[src/rtl/tea_pkg.sv]
// Shared TEA definitions: schedule constants, controller states, key-word
// selectors and the Feistel mixing function used by the encrypt round.
package tea_pkg;

    localparam logic [31:0] TEA_DELTA = 32'h9E3779B9;
    localparam logic [31:0] TEA_SUM32 = 32'hC6EF3720;

    typedef enum logic [1:0] {
        IDLE,
        RUN,
        DONE
    } tea_state_e;

    // Key layout matches the decrypt block: k0 is the most significant word.
    function automatic logic [31:0] k0(input logic [127:0] key_w);
        return key_w[127:96];
    endfunction

    function automatic logic [31:0] k1(input logic [127:0] key_w);
        return key_w[95:64];
    endfunction

    function automatic logic [31:0] k2(input logic [127:0] key_w);
        return key_w[63:32];
    endfunction

    function automatic logic [31:0] k3(input logic [127:0] key_w);
        return key_w[31:0];
    endfunction

    function automatic logic [31:0] tea_f(
        input logic [31:0] v,
        input logic [31:0] ka,
        input logic [31:0] kb,
        input logic [31:0] s
    );
        return ((v << 4) + ka) ^ (v + s) ^ ((v >> 5) + kb);
    endfunction

endpackage

[src/rtl/tea_enc_round.sv]
// One combinational TEA encrypt cycle: advances sum, then updates v0 and v1
// in turn, with v1 mixing the freshly updated v0.
module tea_enc_round
    import tea_pkg::*;
#(
    parameter logic [31:0] DELTA = TEA_DELTA
) (
    input  logic [31:0]  v0_i,
    input  logic [31:0]  v1_i,
    input  logic [31:0]  sum_i,
    input  logic [127:0] key_i,
    output logic [31:0]  v0_o,
    output logic [31:0]  v1_o,
    output logic [31:0]  sum_o
);

    assign sum_o = sum_i + DELTA;
    assign v0_o  = v0_i + tea_f(v1_i, k0(key_i), k1(key_i), sum_o);
    assign v1_o  = v1_i + tea_f(v0_o, k2(key_i), k3(key_i), sum_o);

endmodule

[src/rtl/tea_encrypt_core.sv]
// Iterative TEA encryptor: one Feistel cycle per clock, ROUNDS cycles per
// block, valid/ready on both sides, final sum exported as the decrypt seed.
module tea_encrypt_core
    import tea_pkg::*;
#(
    parameter int          ROUNDS = 32,
    parameter logic [31:0] DELTA  = TEA_DELTA
) (
    input  logic         clk,
    input  logic         rst_n,
    input  logic         in_valid,
    output logic         in_ready,
    input  logic [63:0]  in_data,
    input  logic [127:0] key,
    output logic         out_valid,
    input  logic         out_ready,
    output logic [63:0]  out_data,
    output logic [31:0]  out_sum
);

    if (ROUNDS < 1 || ROUNDS > 255) begin : g_rounds_range
        $error("tea_encrypt_core: ROUNDS=%0d outside legal range 1..255", ROUNDS);
    end

    localparam logic [7:0] LAST_CNT = 8'(ROUNDS - 1);

    tea_state_e   state_q, state_d;
    logic [31:0]  v0_q, v0_d;
    logic [31:0]  v1_q, v1_d;
    logic [31:0]  sum_q, sum_d;
    logic [127:0] key_q, key_d;
    logic [7:0]   cnt_q, cnt_d;
    logic [63:0]  out_data_q, out_data_d;
    logic [31:0]  out_sum_q, out_sum_d;

    logic [31:0]  rnd_v0, rnd_v1, rnd_sum;

    tea_enc_round #(
        .DELTA (DELTA)
    ) u_round (
        .v0_i  (v0_q),
        .v1_i  (v1_q),
        .sum_i (sum_q),
        .key_i (key_q),
        .v0_o  (rnd_v0),
        .v1_o  (rnd_v1),
        .sum_o (rnd_sum)
    );

    always_ff @(posedge clk or negedge rst_n) begin
        if (!rst_n) begin
            state_q    <= IDLE;
            v0_q       <= '0;
            v1_q       <= '0;
            sum_q      <= '0;
            key_q      <= '0;
            cnt_q      <= '0;
            out_data_q <= '0;
            out_sum_q  <= '0;
        end else begin
            state_q    <= state_d;
            v0_q       <= v0_d;
            v1_q       <= v1_d;
            sum_q      <= sum_d;
            key_q      <= key_d;
            cnt_q      <= cnt_d;
            out_data_q <= out_data_d;
            out_sum_q  <= out_sum_d;
        end
    end

    always_comb begin
        state_d    = state_q;
        v0_d       = v0_q;
        v1_d       = v1_q;
        sum_d      = sum_q;
        key_d      = key_q;
        cnt_d      = cnt_q;
        out_data_d = out_data_q;
        out_sum_d  = out_sum_q;
        in_ready   = 1'b0;
        out_valid  = 1'b0;

        case (state_q)
            IDLE: begin
                in_ready = 1'b1;
                if (in_valid) begin
                    v0_d    = in_data[63:32];
                    v1_d    = in_data[31:0];
                    key_d   = key;
                    sum_d   = '0;
                    cnt_d   = '0;
                    state_d = RUN;
                end
            end
            RUN: begin
                v0_d  = rnd_v0;
                v1_d  = rnd_v1;
                sum_d = rnd_sum;
                cnt_d = cnt_q + 8'd1;
                // The output registers are only written on the last round so
                // they keep the previously delivered block while busy.
                if (cnt_q == LAST_CNT) begin
                    out_data_d = {rnd_v0, rnd_v1};
                    out_sum_d  = rnd_sum;
                    state_d    = DONE;
                end
            end
            DONE: begin
                out_valid = 1'b1;
                if (out_ready) begin
                    state_d = IDLE;
                end
            end
            default: begin
                state_d = IDLE;
            end
        endcase
    end

    assign out_data = out_data_q;
    assign out_sum  = out_sum_q;

endmodule
[config.mk]
export PLATFORM = sky130hd
export DESIGN_NAME = tea_encrypt_core
export DESIGN_NICKNAME = d
export VERILOG_FILES = /design/src/rtl/tea_pkg.sv /design/src/rtl/tea_enc_round.sv /design/src/rtl/tea_encrypt_core.sv
export SDC_FILE = /design/constraint.sdc
export NUM_CORES = 1
export LEC_CHECK = 0
export ABC_AREA = 0
export BUFFER_PORTS_ARGS = -buffer_cell sky130_fd_sc_hd__buf_2
export CAP_MARGIN = 20
export CORE_MARGIN = 8
export CORE_UTILIZATION = 35
export DETAILED_ROUTE_END_ITERATION = 12
export GPL_TIMING_DRIVEN = 0
export MAX_ROUTING_LAYER = met4
export PLACE_DENSITY = 0.49
export SLEW_MARGIN = 20
export SYNTH_ARGS = -nofsm -noshare
export SYNTH_HDL_FRONTEND = slang
export SYNTH_SLANG_ARGS = --single-unit
[constraint.sdc]
create_clock -name clk -period 12.52 [get_ports clk]
set_input_delay 1.878 -clock clk [delete_from_list [all_inputs] [get_ports clk]]
set_output_delay 1.878 -clock clk [all_outputs]
set_load 0.05 [all_outputs]
# Word-level counts from Yosys, hierarchy flattened

Index checks and enable logic that the tools add are counted.

Output and inout port bits: 98
Flip-flop bits (word level): 330

Bitwise operators: 4
Reductions and logical operators: 6
Muxes and demuxes: 14
$add $sub $neg: 10
Equality and inequality tests: 6

Operators with widths:

| kind                   | number |
|---|---|
| $add 32x32->32         | 6 |
| $pmux 32 s2            | 3 |
| $xor 32x32->32         | 4 |
| $mux 32                | 3 |
| $add 27x32->32         | 2 |
| $add 32x32->32 const B | 1 |
| $pmux 8 s2             | 1 |
| $add 8x1->8 const B    | 1 |
| $eq 8x5->1 const B     | 1 |
| $mux 8                 | 1 |
| $mux 2                 | 3 |
| $ne 2x2->1 const B     | 3 |
| $pmux 2 s3             | 1 |
| $reduce_and 2->1       | 3 |
| $reduce_and 3->1       | 1 |
| $eq 2x1->1 const B     | 1 |
| $eq 2x2->1 const B     | 1 |
| $logic_not 2->1        | 1 |
| $mux 1                 | 2 |
| $reduce_bool 2->1      | 1 |

# Depth between registers and ports, before layout

Gate-level depths: netlist of run 1.

Depth after elaboration: 10
Depth in mapped cells: 46

# Hierarchy

From an unflattened synthesis of run 1, not the netlist that was laid out.

Cells, all modules: 2,826
Area total of the unflattened synthesis: 25,065.3 um^2

Modules (own cells, without submodules):

| module           | cells each | area each (um^2) | seq. area each (um^2) | times used |
|---|---|---|---|---|
| tea_encrypt_core | 1,214      | 12,772.2         | 8,257.9               | 1 |
| tea_enc_round    | 1,612      | 12,293.0         | 0.0                   | 1 |

# Least setup slack after synthesis of run 1

Ideal clock, no wire load.

Path kind: register to register
Start: register sum_q[0]
End: register out_data_q[31] (netlist: out_data[31])
Setup slack: 3,432 ps
Setup time: 125 ps
Cell stages (with the launch flop): 44
Arrival: 8,963 ps
Path buffers: 1
Required time: 12,395 ps
Clock period less this slack: 9,088 ps
Cell sequence: dfrtp_1 -> ha_1 -> a2111oi_4 -> nor2_2 -> o31a_1 -> a2111o_1 -> o21a_4 -> xnor2_1 -> ha_1 -> clkbuf_1 -> a21o_1 -> a21o_1 -> a41oi_1 -> xnor2_1 -> xnor2_1 -> xnor2_1 -> ha_1 -> a21oi_1 -> [... 8 more ...] -> a221oi_1 -> o21ai_0 -> a41oi_1 -> xnor2_1 -> xnor2_1 -> xnor2_1 -> ha_1 -> a21oi_1 -> and3_1 -> o2111ai_1 -> a41oi_1 -> o21ai_0 -> o31a_1 -> o21a_1 -> a221oi_1 -> xnor2_1 -> xor2_1 -> mux2_2

Longest elaborated chain between the ends: 9

RTL lines:

| item                           | line                   | RTL |
|---|---|---|
| start, declared                | tea_encrypt_core.sv:30 | `logic [31:0] sum_q, sum_d;` |
| start signal, assigned         | tea_encrypt_core.sv:64 | `sum_q <= sum_d;` |
| $add 32x32->32 *               | tea_enc_round.sv:17    | `assign sum_o = sum_i + DELTA;` |
| net rnd_sum[16]                | tea_encrypt_core.sv:36 | `logic [31:0] rnd_v0, rnd_v1, rnd_sum;` |
| $add 32x32->32 *               | tea_pkg.sv:37          | `return ((v << 4) + ka) ^ (v + s) ^ ((v >> 5) + kb);` |
| $xor 32x32->32 * (2 in series) | tea_pkg.sv:37          |  |
| $add 32x32->32 *               | tea_enc_round.sv:18    | `assign v0_o = v0_i + tea_f(v1_i, k0(key_i), k1(key_i), sum_o);` |
| net rnd_v0[21]                 | tea_encrypt_core.sv:36 |  |
| $add 32x32->32                 | tea_pkg.sv:37          |  |
| $xor 32x32->32                 | tea_pkg.sv:37          |  |
| $xor 32x32->32 *               | tea_pkg.sv:37          |  |
| $add 32x32->32 *               | tea_enc_round.sv:19    | `assign v1_o = v1_i + tea_f(v0_o, k2(key_i), k3(key_i), sum_o);` |
| end signal, assigned           | tea_encrypt_core.sv:67 | `out_data_q <= out_data_d;` |
| end, declared                  | tea_encrypt_core.sv:33 | `logic [63:0] out_data_q, out_data_d;` |

Mark *: on every way through the listed nets, which the timed path passes. The rest lies on a longest branch.
A chain may end at the register's enable or synchronous reset.

# Worst setup path in the final report of run 1

Same ends and word-level chain as after synthesis.

==> results of run 1 <==
## stage by stage
stage	std cells	util	cell area (µm²)
6_report	4230	0.414	29500
5_1_grt	4230	0.414	29500
4_1_cts	4230	0.413	29400
3_5_place_dp	4151	0.392	27900
3_3_place_gp	4147	0.390	27800
2_1_floorplan	2904	-	25100
## metal layers
metal,up-vias,track usage
li1,10883,-
met1,11255,0.333
met2,678,0.407
met3,126,0.0280
met4,0,0.0744
met5,-,-
## sequential cells by signal, summed over array words and instances (netlist names)
name / flops
v0_q: 32
sum_q: 32
v1_q: 32
cnt_q: 8
state_q: 2
out_data: 64
key_q: 128
out_sum: 32
## critical path: cells and delay by family, from the launching register on
| family | cells | cell delay, ns |
|---|---|---|
| DFF | 1 | 0.47 |
| and+or+nand+nor | 5 | 0.57 |
| muxes | 1 | 0.31 |
| adders and majority gates | 5 | 1.86 |
| AOI/OAI and AO/OA | 20 | 5.85 |
| xor gates and xnor gates | 8 | 2.88 |
## layout make-up
cell class              instances  area share
repair buffers                297      0.0538
clock buffers                  58      0.0419
flip-flops and latches        330       0.280
clock inverters                21     0.00831
multi-input cells            2399       0.553
well taps                     950      0.0403
plain buffers                  85      0.0113
inverters                      90      0.0115
## worst min-delay path by stage
stage | cells past startpoint | end | start
final | 2 | out_data[44] | out_data[44]
after global routing | 2 | key_q[41] | key_q[41]
after CTS | 2 | out_data[44] | out_data[44]
after detailed placement | 2 | out_data[39] | out_data[39]
after global placement | 2 | out_data[37] | out_data[37]
after floorplan | 1 | cnt_q[7] | cnt_q[7]
## cells in the mapped netlist (9+ instances only)
cell type  instances  area (µm²)
xnor2_1          318        2790
nand2_1          595        2230
nand4_1           16         100
a31oi_1           25         156
nor2_1           100         375
nand2b_1          33         206
ha_1             253        3170
and3_1            18         113
nor2b_1           27         169
a21o_1           129         968
a41oi_1            9        78.8
mux2_2            39         439
a21boi_0           9        67.6
o21a_1            24         180
clkbuf_1          73         274
o31ai_1           15         113
a22oi_1           59         443
a211oi_1          10        75.1
xor2_1            67         587
or3_1             14        87.6
o21bai_1          20         150
and2_1             9        56.3
dfrtp_1          330        8260
nand3_1           58         290
nor3_1            17        85.1
buf_1             11        41.3
a21oi_1          179         896
inv_1             90         338
o21ai_0          237        1190
## cells by family after synthesis
kind of cell / share of synthesized area
xor gates and xnor gates: 0.136
DFF: 0.329
and+or+nand+nor: 0.157
muxes: 0.0179
buffers and inverters: 0.0264
AOI/OAI and AO/OA: 0.202
adders and majority gates: 0.132
## timing repair
action                     CTS  global route
gates resized for setup      4            11
setup endpoints to repair    4             4
pin swaps                    0             0
==> flow_summary.json, run 1 <==
{
  "status": "finished, final reports clean",
  "synth_edf_count": 0,
  "clock-root-buffer": "clkbuf_16",
  "yosysWarnings": 0,
  "drv_slew": 0,
  "grt_max_degree": 97,
  "holdBufCountCts": 0,
  "highest_layer": "met4",
  "io_pins": 294,
  "fin_ws_ns": 0.436,
  "multiInputGateArea_um2": 16300,
  "critical_path_class": "register to register",
  "netlist_instances": 2904,
  "first_pass_iters": 5,
  "critPathLaunchType": "register",
  "ys_seq_area_frac": 0.329,
  "setup_viol": 0,
  "grt.total_usage": 0.252,
  "tns_ns": 0,
  "dp_hpwl_um": 84100,
  "cts_tree": "done",
  "rsz0062_at_grt": "no",
  "antenna_found_initial": 2,
  "initial_utilization": 0.353,
  "syn-cell-area_um2": 25100,
  "skew_ns": 0.0216,
  "met2_wirelength_um": 47400,
  "period_share": 0.965,
  "wl_met3_um": 4970,
  "wl_per_cell_um": 24.2,
  "fillers": 7252,
  "r2r_start": "sum_q[0]",
  "drtIter0Drc": 1802,
  "r2r_slack_ns": 0.44,
  "gp_congestion": 0.950,
  "dieArea_um2": 80600,
  "critPathLaunch": "sum_q[0]",
  "remaining_drc_errors": 0,
  "grt_first_pass_wirelength_um": 151000,
  "cts_inserted_buffers": 44,
  "hold_path_class": "register to register",
  "r2r_end": "out_data[31]",
  "hold_slack_ns": 0.478,
  "die_h_um": 284,
  "critical_path_required_ns": 12.98,
  "most-common-layout-cells": "nand2_1, dfrtp_1, xnor2_1, buf_2, ha_1",
  "htree_levels": 2,
  "vias": 22942,
  "hold_viol": 0,
  "crit_fanout": 7,
  "crit_top_cell": "xnor2_1",
  "ys_ff_latch": 330,
  "insertion_delay_ns": 0.58,
  "reg2regPathDepth": 39,
  "ys_async_sr_fraction": 1.00,
  "layout-drive-gt1-share": 0.138,
  "synth_flop_cell": "dfrtp_1",
  "syn_to_final_growth_pct": 17.4,
  "finalNetCount": 3704,
  "seq_area_um2": 8260,
  "die_w_um": 284,
  "grt-ovfl-total": 0,
  "clock_sinks": 330,
  "port_buffers": 293,
  "max_slew_margin": 0.210,
  "synth_nets": 3361,
  "row_count": 98,
  "crit_path_end": "out_data[31]",
  "wl_met1_um": 46900,
  "vias_per_cell": 5.42,
  "place_worst_setup_slack_ns": -0.439,
  "clockBufferDepth": 3,
  "antenna_cells": 0,
  "cp_slowest_cell": "xnor2_1",
  "fmax_mhz": 82.8,
  "cts.reportedPaths.clkPinSlew_ns": 0.06,
  "end_kind": "register",
  "netlist-cell-type-count": 73,
  "maxCapViolCount": 0,
  "critPathMaxStageDelay_ns": 0.73,
  "final_common_cell": "nand2_1",
  "ant_nets": 0,
  "min_period_ns": 12.08,
  "arrival_ns": 12.55,
  "tightestPinTransition_ns": 1.18,
  "wirelength_um": 102000,
  "grt_pass1_vias": 23059,
  "design.core.area_um2": 71200,
  "post-cts-setup-buffer-count": 0,
  "syn_area_per_cell_um2": 8.65
}
Power of run 1 is not shown: default switching activity piles up to over one toggle a cycle in this logic, so the estimate is an artifact.
==> run 2, diff against run 1 <==
--- a/config.mk
+++ b/config.mk
@@ -8,12 +8,14 @@
 export ABC_AREA = 0
 export BUFFER_PORTS_ARGS = -buffer_cell sky130_fd_sc_hd__buf_2
 export CAP_MARGIN = 20
+export CELL_PAD_IN_SITES_DETAIL_PLACEMENT = 0
+export CELL_PAD_IN_SITES_GLOBAL_PLACEMENT = 2
 export CORE_MARGIN = 8
-export CORE_UTILIZATION = 35
+export CORE_UTILIZATION = 37
 export DETAILED_ROUTE_END_ITERATION = 12
 export GPL_TIMING_DRIVEN = 0
 export MAX_ROUTING_LAYER = met4
-export PLACE_DENSITY = 0.49
+export PLACE_DENSITY = 0.79
 export SLEW_MARGIN = 20
 export SYNTH_ARGS = -nofsm -noshare
 export SYNTH_HDL_FRONTEND = slang
==> run 2 against run 1 <==
Sequential share of layout area is 0.18 points higher. Routed wire length is 0.21% higher. Final area is 0.62% lower. Clock skew is 0.0055 ns lower. First-iteration DRC count is 14% lower. Non-clock buffer count stayed put. Highest routed layer unchanged.
==> flow_summary.json, run 2 (same netlist as run 1, synthesis figures left out) <==
{
  "critPathLaunch": "sum_q[0]",
  "end_kind": "register",
  "status": "finished, final reports clean",
  "clock_sinks": 330,
  "htree_levels": 2,
  "row_count": 95,
  "hold_depth": 2,
  "skew_ns": 0.0162,
  "highest_layer": "met4",
  "die_h_um": 277,
  "gp_congestion": 0.934,
  "hold_path_class": "register to register",
  "first_pass_iters": 5,
  "crit_fanout": 7,
  "dieArea_um2": 76500,
  "fmax_mhz": 83.3,
  "design.core.area_um2": 67200,
  "remaining_drc_errors": 0,
  "cts_inserted_buffers": 42,
  "setup_viol": 0,
  "grt_first_pass_wirelength_um": 151000,
  "grt.total_usage": 0.268,
  "arrival_ns": 12.45,
  "wl_met3_um": 5080,
  "post-cts-setup-buffer-count": 0,
  "maxCapViolCount": 0,
  "vias": 22762,
  "vias_per_cell": 5.48,
  "min_to": "out_data[37]",
  "final_common_cell": "nand2_1",
  "io_pins": 294,
  "period_share": 0.959,
  "wl_met1_um": 47400,
  "syn_to_final_growth_pct": 16.6,
  "dp_hpwl_um": 85000,
  "port_buffers": 293,
  "cts_tree": "done",
  "reg2regPathDepth": 43,
  "min_from": "out_data[37]",
  "tns_ns": 0,
  "most-common-layout-cells": "nand2_1, dfrtp_1, xnor2_1, buf_2, ha_1",
  "clock-root-buffer": "clkbuf_16",
  "largest_register_ffs": 128,
  "drtIter0Drc": 1553,
  "crit_top_cell": "xnor2_1",
  "layout-drive-gt1-share": 0.135,
  "place_worst_setup_slack_ns": -0.0221,
  "hold_viol": 0,
  "met2_wirelength_um": 46500,
  "critical_path_class": "register to register",
  "wl_per_cell_um": 24.7,
  "critPathMaxStageDelay_ns": 0.76,
  "critPathLaunchType": "register",
  "insertion_delay_ns": 0.58,
  "wirelength_um": 103000,
  "min_period_ns": 12.00,
  "grt_max_degree": 92,
  "stdcell_area_um2": 29300,
  "grt-ovfl-total": 0,
  "tightestPinTransition_ns": 1.23,
  "ant_nets": 0,
  "r2r_slack_ns": 0.52,
  "critPathBufInv": 2,
  "path_delay_family": "compound AO/OA/AOI/OAI gates",
  "fin_ws_ns": 0.515,
  "grt_pass1_vias": 23386,
  "clockBufferDepth": 3,
  "cts.reportedPaths.clkPinSlew_ns": 0.06,
  "top_register": "key_q",
  "rsz0062_at_grt": "no",
  "finalNetCount": 3702,
  "r2r_start": "sum_q[0]",
  "cp_slowest_cell": "xnor2_1",
  "dpl_cell_area_um2": 27800,
  "drv_slew": 0,
  "initial_utilization": 0.374,
  "antenna_found_initial": 1,
  "critical_path_required_ns": 12.97,
  "max_slew_margin": 0.179,
  "r2r_end": "out_data[31]",
  "die_w_um": 277
}
run 2: final cells by class:
cell class	count	area, µm²
Clock buffer	56	1220
Multi-Input combinational cell	2399	16300
Timing Repair Buffer	297	1590
Clock inverter	21	204
Sequential cell	330	8260
Tap cell	873	1090
Fill cell	6755	37800
Buffer	85	329
Inverter	90	338
Antenna cell	1	2.50
run 2: worst min-delay path, cell delays in order (launching register included):
cell	delay, ns
dfrtp_1	0.33
nand2_1	0.05
o21ai_0	0.06
run 2: worst max path at each step:
| stage | endpoint | cells after the start |
|---|---|---|
| 2_1_floorplan | out_data[31] | 43 |
| 4_1_cts | out_data[31] | 43 |
| 5_1_grt | out_data[31] | 43 |
| 3_3_place_gp | out_data[31] | 43 |
| 6_report | out_data[31] | 43 |
| 3_5_place_dp | out_data[31] | 43 |
run 2: stage by stage:
stage / cells / hold WS, ns / util
finish: 4152 / 0.480 / 0.436
global route: 4152 / 0.499 / 0.436
CTS: 4151 / 0.481 / 0.435
detailed placement: 4074 / 0.468 / 0.414
global placement: 4070 / 0.468 / 0.412
floorplan: 2904 / 0.450 / -
run 2: repair_timing:
item,in CTS,in global routing
gates resized for setup,1,9
setup endpoints to repair,1,6
hold buffers,0,0
run 2: metal layers:
| layer | vias to the layer above | GRT usage |
|---|---|---|
| li1 | 10874 | - |
| met1 | 11125 | 0.356 |
| met2 | 621 | 0.424 |
| met3 | 142 | 0.0360 |
| met4 | 0 | 0.0841 |
| met5 | - | - |
Power of run 2 is left out for the same reason.
